**src/rtl/ads124x_rdata_reader_if.sv**
```systemverilog
// Single-entry AXI4-Stream sample port between the ADS124x reader and its consumer.
interface ads124x_rdata_reader_if;
    logic [31:0] tdata;
    logic        tvalid;
    logic        tready;

    modport master (output tdata, output tvalid, input tready);
    modport slave  (input tdata, input tvalid, output tready);
endinterface

```
**src/rtl/ads124x_rdata_reader.sv**
```systemverilog
// DRDY-driven ADS124x RDATA reader: one SPI mode-1 frame per DRDY fall, sign-extended sample on AXI-Stream.
// Optional feature: define ADS124X_SEQ_TAG_EN to put an 8-bit handshake sequence number in tdata[31:24].
module ads124x_rdata_reader #(
    parameter int unsigned CLK_DIV = 4
) (
    input  logic                          aclk,
    input  logic                          aresetn,
    input  logic                          enable,
    input  logic                          DRDY,
    output logic                          SCK_O,
    output logic                          SS_O,
    output logic                          IO0_O,
    input  logic                          IO1_I,
    ads124x_rdata_reader_if.master        m_axis,
    output logic                          busy,
    output logic [15:0]                   drop_count
);

    typedef enum logic [2:0] {
        S_IDLE,
        S_SETUP,
        S_SHIFT,
        S_HOLD,
        S_OUT
    } state_t;

    // RDATA opcode followed by three dummy bytes that keep DIN high while data clocks out.
    localparam logic [31:0] TX_FRAME    = 32'h12FF_FFFF;
    localparam logic [8:0]  HALF_LAST   = 9'(CLK_DIV - 1);
    localparam logic [8:0]  PERIOD_LAST = 9'(2 * CLK_DIV - 1);

    state_t      state_q, state_d;
    logic [8:0]  cnt_q, cnt_d;
    logic [4:0]  bit_q, bit_d;
    logic [31:0] tx_q, tx_d;
    logic [23:0] rx_q, rx_d;
    logic        sck_q, sck_d;
    logic        ss_q, ss_d;
    logic        mosi_q, mosi_d;
    logic        tvalid_q, tvalid_d;
    logic [31:0] tdata_q, tdata_d;
    logic [15:0] drop_q, drop_d;
    logic        busy_q, busy_d;
    logic        meta_q, meta_d;
    logic        sync_q, sync_d;
    logic        dly_q, dly_d;
    logic        fall_q, fall_d;
`ifdef ADS124X_SEQ_TAG_EN
    logic [7:0]  seq_q, seq_d;
`endif

    always_comb begin
        // NOTE: every _d starts from its _q, so no branch can leave one unassigned and infer a latch.
        state_d  = state_q;
        cnt_d    = cnt_q;
        bit_d    = bit_q;
        tx_d     = tx_q;
        rx_d     = rx_q;
        sck_d    = sck_q;
        ss_d     = ss_q;
        mosi_d   = mosi_q;
        tvalid_d = tvalid_q;
        tdata_d  = tdata_q;
        drop_d   = drop_q;
`ifdef ADS124X_SEQ_TAG_EN
        seq_d    = seq_q;
`endif

        meta_d = DRDY;
        sync_d = meta_q;
        dly_d  = sync_q;
        // Registered edge pulse keeps DRDY decoding off the state-transition path.
        fall_d = dly_q & ~sync_q;

        if (fall_q && enable && (state_q != S_IDLE) && (drop_q != 16'hFFFF)) begin
            drop_d = drop_q + 16'd1;
        end

        unique case (state_q)
            S_IDLE: begin
                if (fall_q && enable) begin
                    state_d = S_SETUP;
                    cnt_d   = '0;
                    ss_d    = 1'b0;
                    sck_d   = 1'b0;
                end
            end

            S_SETUP: begin
                if (cnt_q == HALF_LAST) begin
                    state_d = S_SHIFT;
                    cnt_d   = '0;
                    bit_d   = '0;
                    sck_d   = 1'b1;
                    mosi_d  = TX_FRAME[31];
                    tx_d    = {TX_FRAME[30:0], 1'b0};
                    rx_d    = '0;
                end else begin
                    cnt_d = cnt_q + 9'd1;
                end
            end

            S_SHIFT: begin
                if (cnt_q == HALF_LAST) begin
                    // Sample DOUT on the edge that drops SCK; the first 8 samples fall off the top.
                    sck_d = 1'b0;
                    rx_d  = {rx_q[22:0], IO1_I};
                    cnt_d = cnt_q + 9'd1;
                end else if (cnt_q == PERIOD_LAST) begin
                    cnt_d = '0;
                    if (bit_q == 5'd31) begin
                        state_d = S_HOLD;
                    end else begin
                        bit_d  = bit_q + 5'd1;
                        sck_d  = 1'b1;
                        mosi_d = tx_q[31];
                        tx_d   = {tx_q[30:0], 1'b0};
                    end
                end else begin
                    cnt_d = cnt_q + 9'd1;
                end
            end

            S_HOLD: begin
                if (cnt_q == HALF_LAST) begin
                    state_d  = S_OUT;
                    cnt_d    = '0;
                    ss_d     = 1'b1;
                    mosi_d   = 1'b0;
                    tvalid_d = 1'b1;
`ifdef ADS124X_SEQ_TAG_EN
                    tdata_d  = {seq_q, rx_q};
`else
                    tdata_d  = {{8{rx_q[23]}}, rx_q};
`endif
                end else begin
                    cnt_d = cnt_q + 9'd1;
                end
            end

            S_OUT: begin
                if (m_axis.tready) begin
                    state_d  = S_IDLE;
                    tvalid_d = 1'b0;
`ifdef ADS124X_SEQ_TAG_EN
                    seq_d    = seq_q + 8'd1;
`endif
                end
            end

            default: begin
                state_d  = S_IDLE;
                ss_d     = 1'b1;
                sck_d    = 1'b0;
                tvalid_d = 1'b0;
            end
        endcase

        busy_d = (state_d != S_IDLE);
    end

    // NOTE: sequential state uses non-blocking assignments so every flop samples pre-edge values.
    always_ff @(posedge aclk or negedge aresetn) begin
        if (!aresetn) begin
            state_q  <= S_IDLE;
            cnt_q    <= '0;
            bit_q    <= '0;
            tx_q     <= '0;
            rx_q     <= '0;
            sck_q    <= 1'b0;
            ss_q     <= 1'b1;
            mosi_q   <= 1'b0;
            tvalid_q <= 1'b0;
            tdata_q  <= '0;
            drop_q   <= '0;
            busy_q   <= 1'b0;
            meta_q   <= 1'b1;
            sync_q   <= 1'b1;
            dly_q    <= 1'b1;
            fall_q   <= 1'b0;
`ifdef ADS124X_SEQ_TAG_EN
            seq_q    <= '0;
`endif
        end else begin
            state_q  <= state_d;
            cnt_q    <= cnt_d;
            bit_q    <= bit_d;
            tx_q     <= tx_d;
            rx_q     <= rx_d;
            sck_q    <= sck_d;
            ss_q     <= ss_d;
            mosi_q   <= mosi_d;
            tvalid_q <= tvalid_d;
            tdata_q  <= tdata_d;
            drop_q   <= drop_d;
            busy_q   <= busy_d;
            meta_q   <= meta_d;
            sync_q   <= sync_d;
            dly_q    <= dly_d;
            fall_q   <= fall_d;
`ifdef ADS124X_SEQ_TAG_EN
            seq_q    <= seq_d;
`endif
        end
    end

    assign SCK_O         = sck_q;
    assign SS_O          = ss_q;
    assign IO0_O         = mosi_q;
    assign m_axis.tvalid = tvalid_q;
    assign m_axis.tdata  = tdata_q;
    assign busy          = busy_q;
    assign drop_count    = drop_q;

endmodule

```
**src/flat_wrapper.sv**
```systemverilog
// flat-port wrapper written by rule: the top's interface ports become plain ports
module ads124x_rdata_reader_flat 
#(
    parameter int unsigned CLK_DIV = 4
)
  (aclk, aresetn, enable, DRDY, SCK_O, SS_O, IO0_O, IO1_I, busy, drop_count, m_axis_tdata, m_axis_tvalid, m_axis_tready);
  ads124x_rdata_reader_if m_axis_i ();
  input  logic aclk;
  input  logic aresetn;
  input  logic enable;
  input  logic DRDY;
  output logic SCK_O;
  output logic SS_O;
  output logic IO0_O;
  input  logic IO1_I;
  output logic busy;
  output logic [15:0] drop_count;
  output wire logic [$bits(m_axis_i.tdata)-1:0] m_axis_tdata;
  output wire logic [$bits(m_axis_i.tvalid)-1:0] m_axis_tvalid;
  input wire logic [$bits(m_axis_i.tready)-1:0] m_axis_tready;
  assign m_axis_tdata = m_axis_i.tdata;
  assign m_axis_tvalid = m_axis_i.tvalid;
  assign m_axis_i.tready = m_axis_tready;
  ads124x_rdata_reader #(.CLK_DIV(CLK_DIV)) u_core (.aclk(aclk), .aresetn(aresetn), .enable(enable), .DRDY(DRDY), .SCK_O(SCK_O), .SS_O(SS_O), .IO0_O(IO0_O), .IO1_I(IO1_I), .m_axis(m_axis_i), .busy(busy), .drop_count(drop_count));
endmodule
```
**config.mk**
```make
export PLATFORM = sky130hd
export DESIGN_NAME = ads124x_rdata_reader_flat
export DESIGN_NICKNAME = d
export VERILOG_FILES = /design/src/rtl/ads124x_rdata_reader_if.sv /design/src/rtl/ads124x_rdata_reader.sv /design/src/flat_wrapper.sv
export SDC_FILE = /design/constraint.sdc
export NUM_CORES = 1
export LEC_CHECK = 0
export BUFFER_PORTS_ARGS = -buffer_cell sky130_fd_sc_hd__buf_4
export CAP_MARGIN = 40
export CORE_UTILIZATION = 41
export DETAILED_ROUTE_END_ITERATION = 6
export MAX_ROUTING_LAYER = met4
export PLACE_DENSITY = 0.58
export SETUP_SLACK_MARGIN = 0.5
export SLEW_MARGIN = 20
export SYNTH_ARGS = -nofsm -noshare
export SYNTH_HDL_FRONTEND = slang
export SYNTH_SLANG_ARGS = --single-unit
```
**constraint.sdc**
```tcl
create_clock -name aclk -period 2.6 [get_ports aclk]
set_input_delay 0.52 -clock aclk [delete_from_list [all_inputs] [get_ports aclk]]
set_output_delay 0.52 -clock aclk [all_outputs]
set_load 0.01 [all_outputs]
```
==> results_dict.tcl <==
set metrics [dict create \
    crit_path_max_incr_delay_ps 400 \
    reg2reg_to "u_core.tx_q[25]$_DFFE_PN0P_" \
    area_delta_synth_final_pct 31.9 \
    clk_path_buf_depth 2 \
    firstDrtPassIters 4 \
    hold_buffers 0 \
    status "finished clean" \
    port-buffer-count 58 \
    synth_nets 486 \
    yosys_warnings 0 \
    crit_path_start_kind "flop" \
    min_period_ps 2210 \
    p_total_w 0.00668 \
    r2r_start "u_core.bit_q[1]$_DFFE_PN0P_" \
    hold_class "primary input to asynchronous set/reset pin" \
    cap_violations 0 \
    critPathMaxFanout 8 \
    critPathLaunch "u_core.bit_q[1]$_DFFE_PN0P_" \
    max_clock_freq_mhz 453 \
    cp_data_required_time_ps 2950 \
    worst_skew_pair.late_latency_ps 410 \
    syn_area_um2 5320 \
    syn_inst 476 \
    slowest_stage "dfrtp_1" \
    synthFlopType "dfrtp_1" \
    htree_levels 4 \
    rrSetupSlack_ps 390 \
    overflow 0 \
    cts_tree "built" \
    hold_violations 0 \
    die_h_um 116 \
    root_buffer "clkbuf_16" \
    via_count 3853 \
    routedWlPerCell_um 15.5 \
    pwr_density_cell_nw_per_um2 953 \
    synth_cell_types 54 \
    n_antenna_cell 0 \
    ios 59 \
    antenna_found_initial 0 \
    drt_iter0_drc 317 \
    setup_viol 0 \
    p_leak_nw 3.26 \
    crit_type "flop to flop" \
    grt_max_degree 53 \
    clock-sinks 121 \
    slew_headroom_pct 55.0 \
    end_kind "flop" \
    gr-usage-all-layers_pct 18.9 \
    fillers 1073 \
    layout.cells.most_common "dfrtp_1" \
    grt_pass1_wl_um 18900 \
    core_um2 12600 \
    synth_edf_count 0 \
    post_drt_via_cell_ratio 5.23 \
    final_antenna_net_count 0 \
    numCtsBuffers 17 \
    cts.reportedPaths.clkPinSlew_ps 50 \
    worstPathArrival_ps 2560 \
    wirelength_um 11400 \
    worst_pin_slew_ps 676 \
    ys_async_sr_fraction_pct 100 \
    rsz0062_at_grt "yes" \
    slew_viol_final 0 \
    clock_skew_ps 15.3 \
    drc 0 \
    placed_cell_area_um2 5920 \
    crit_chain "ha_2, and3_4, ha_4, nor4bb_4, buf_4, o2111a_2, buf_6, clkbuf_16, nand3_1, nand2_1" \
    ir_drop_v 0.000530 \
    start_util_pct 42.1 \
    yosysSeqAreaShare_pct 57.0 \
    place.gp.congestion 0.832 \
    reg2regPathDepth 10 \
    fin_setup_tns_ps 0 \
    layout_common_cells "114 x dfrtp_1, 78 x buf_4, 58 x nor2_1" \
    layout-drive-gt1-share_pct 34.3 \
    synth_seq_cells 121 \
    final_core_util_pct 55.6 \
    fin_crit_sh_pct 84.9 \
    synth.avg_cell_area_um2 11.2 \
    fin_area_um2 7010 \
    grt_pass1_vias 3726 \
    rows 41 \
    final_nets 563 \
    dieArea_um2 13400 \
    hpwl_um 6700 \
    die_w_um 116 \
]
[power breakdown]
part / internal [W] / total, W / switching (W)
logic: 0.000859 / 0.00183 / 0.000968
clock network: 0.00147 / 0.00226 / 0.000789
registers: 0.00222 / 0.00259 / 0.000367
total: 0.00456 / 0.00668 / 0.00212
[final cells by class]
class                   instances  area (um^2)  share of cell area [%]
flip-flops and latches        121         3040                    43.3
multi-input cells             313         2250                    32.1
repair buffers                 93          911                    13.0
clock buffers                  23          478                    6.82
well taps                     172          215                    3.07
clock inverters                 8         95.1                    1.36
inverters                       7         26.3                   0.375
[repair_timing]
action,4_1_cts,5_1_grt
gates resized for setup,26,27
pin swaps,6,28
cloned,5,1
endpoints found under the setup margin,58,68
buffers inserted,10,5
[metal layers]
layer / GRT usage [%] / vias to the layer above / part of all wire [%]
met5: - / - / 0
met1: 24.7 / 1916 / 48
met4: 7.44 / 0 / 0.97
met3: 4.65 / 8 / 3.8
met2: 28.4 / 90 / 48
li1: - / 1839 / -
[registers in the layout, indices dropped and copies added (netlist names), 3 cells and up]
signal and flops:
u_core.bit_q 5, u_core.cnt_q 9, u_core.drop_count 16, u_core.m_axis.tdata 24, u_core.rx_q 24, u_core.state_q 3
u_core.tx_q 31
[metrics by stage]
step	hold slack [ps]	worst slack, ps	instances
after floorplan	224	503	476
after global placement	348	345	685
after detailed placement	351	237	685
after CTS	176	403	731
after global routing	200	289	737
final	162	391	737
[how the worst max path moves through the flow]
| stage | endpoint | depth (start not counted) |
|---|---|---|
| 3_5_place_dp | u_core.tx_q[18]$_DFFE_PN0P_ | 8 |
| 3_3_place_gp | u_core.tx_q[3]$_DFFE_PN0P_ | 8 |
| 4_1_cts | u_core.tx_q[16]$_DFFE_PN0P_ | 9 |
| 2_1_floorplan | u_core.bit_q[2]$_DFFE_PN0P_ | 8 |
| 5_1_grt | u_core.tx_q[31]$_DFFE_PN0P_ | 10 |
| 6_report | u_core.tx_q[25]$_DFFE_PN0P_ | 10 |
[cell usage after synthesis, types with 3 or more instances]
cell	number	area, um^2
o21a_1	4	30.0
or2_2	3	18.8
nand4_1	8	50.1
nor4_1	3	18.8
a21oi_1	7	35.0
a22o_1	25	219
nor2b_1	6	37.5
nand2b_1	3	18.8
buf_2	6	30.0
a41oi_1	3	26.3
nand2_1	36	135
o211ai_1	4	30.0
ha_1	4	50.1
dfstp_2	4	105
xor2_1	7	61.3
o21ai_0	13	65.1
inv_1	7	26.3
mux2_4	20	300
buf_1	3	11.3
mux2_2	5	56.3
dfrtp_1	117	2930
clkbuf_1	15	56.3
and3_1	3	18.8
nor2_1	64	240
nand3_1	19	95.1
buf_4	9	67.6
xnor2_1	8	70.1
nor3_1	31	155
[worst max-delay path, delay by kind of cell (launching register included)]
kind / cells / cell delay, ps
flops: 1 / 400
simple gates: 4 / 670
fa+ha+maj: 2 / 360
compound gates: 1 / 280
buf+inv: 3 / 460
[cells by family (layout without fill, tap and decap cells)]
family                   Yosys count  count (layout)  synth area share (%)
AND/OR/NAND/NOR                  192             192                  18.0
buffers and inverters             42             131                  4.02
flip-flops                       121             121                  57.0
multiplexers                      27              27                  7.08
AO/OA/AOI/OAI                     75              75                  10.4
XOR/XNOR                          15              15                  2.47
adder cells (fa/ha/maj)            4               4                 0.941
No activity file was read; power rests on OpenSTA's default activity.
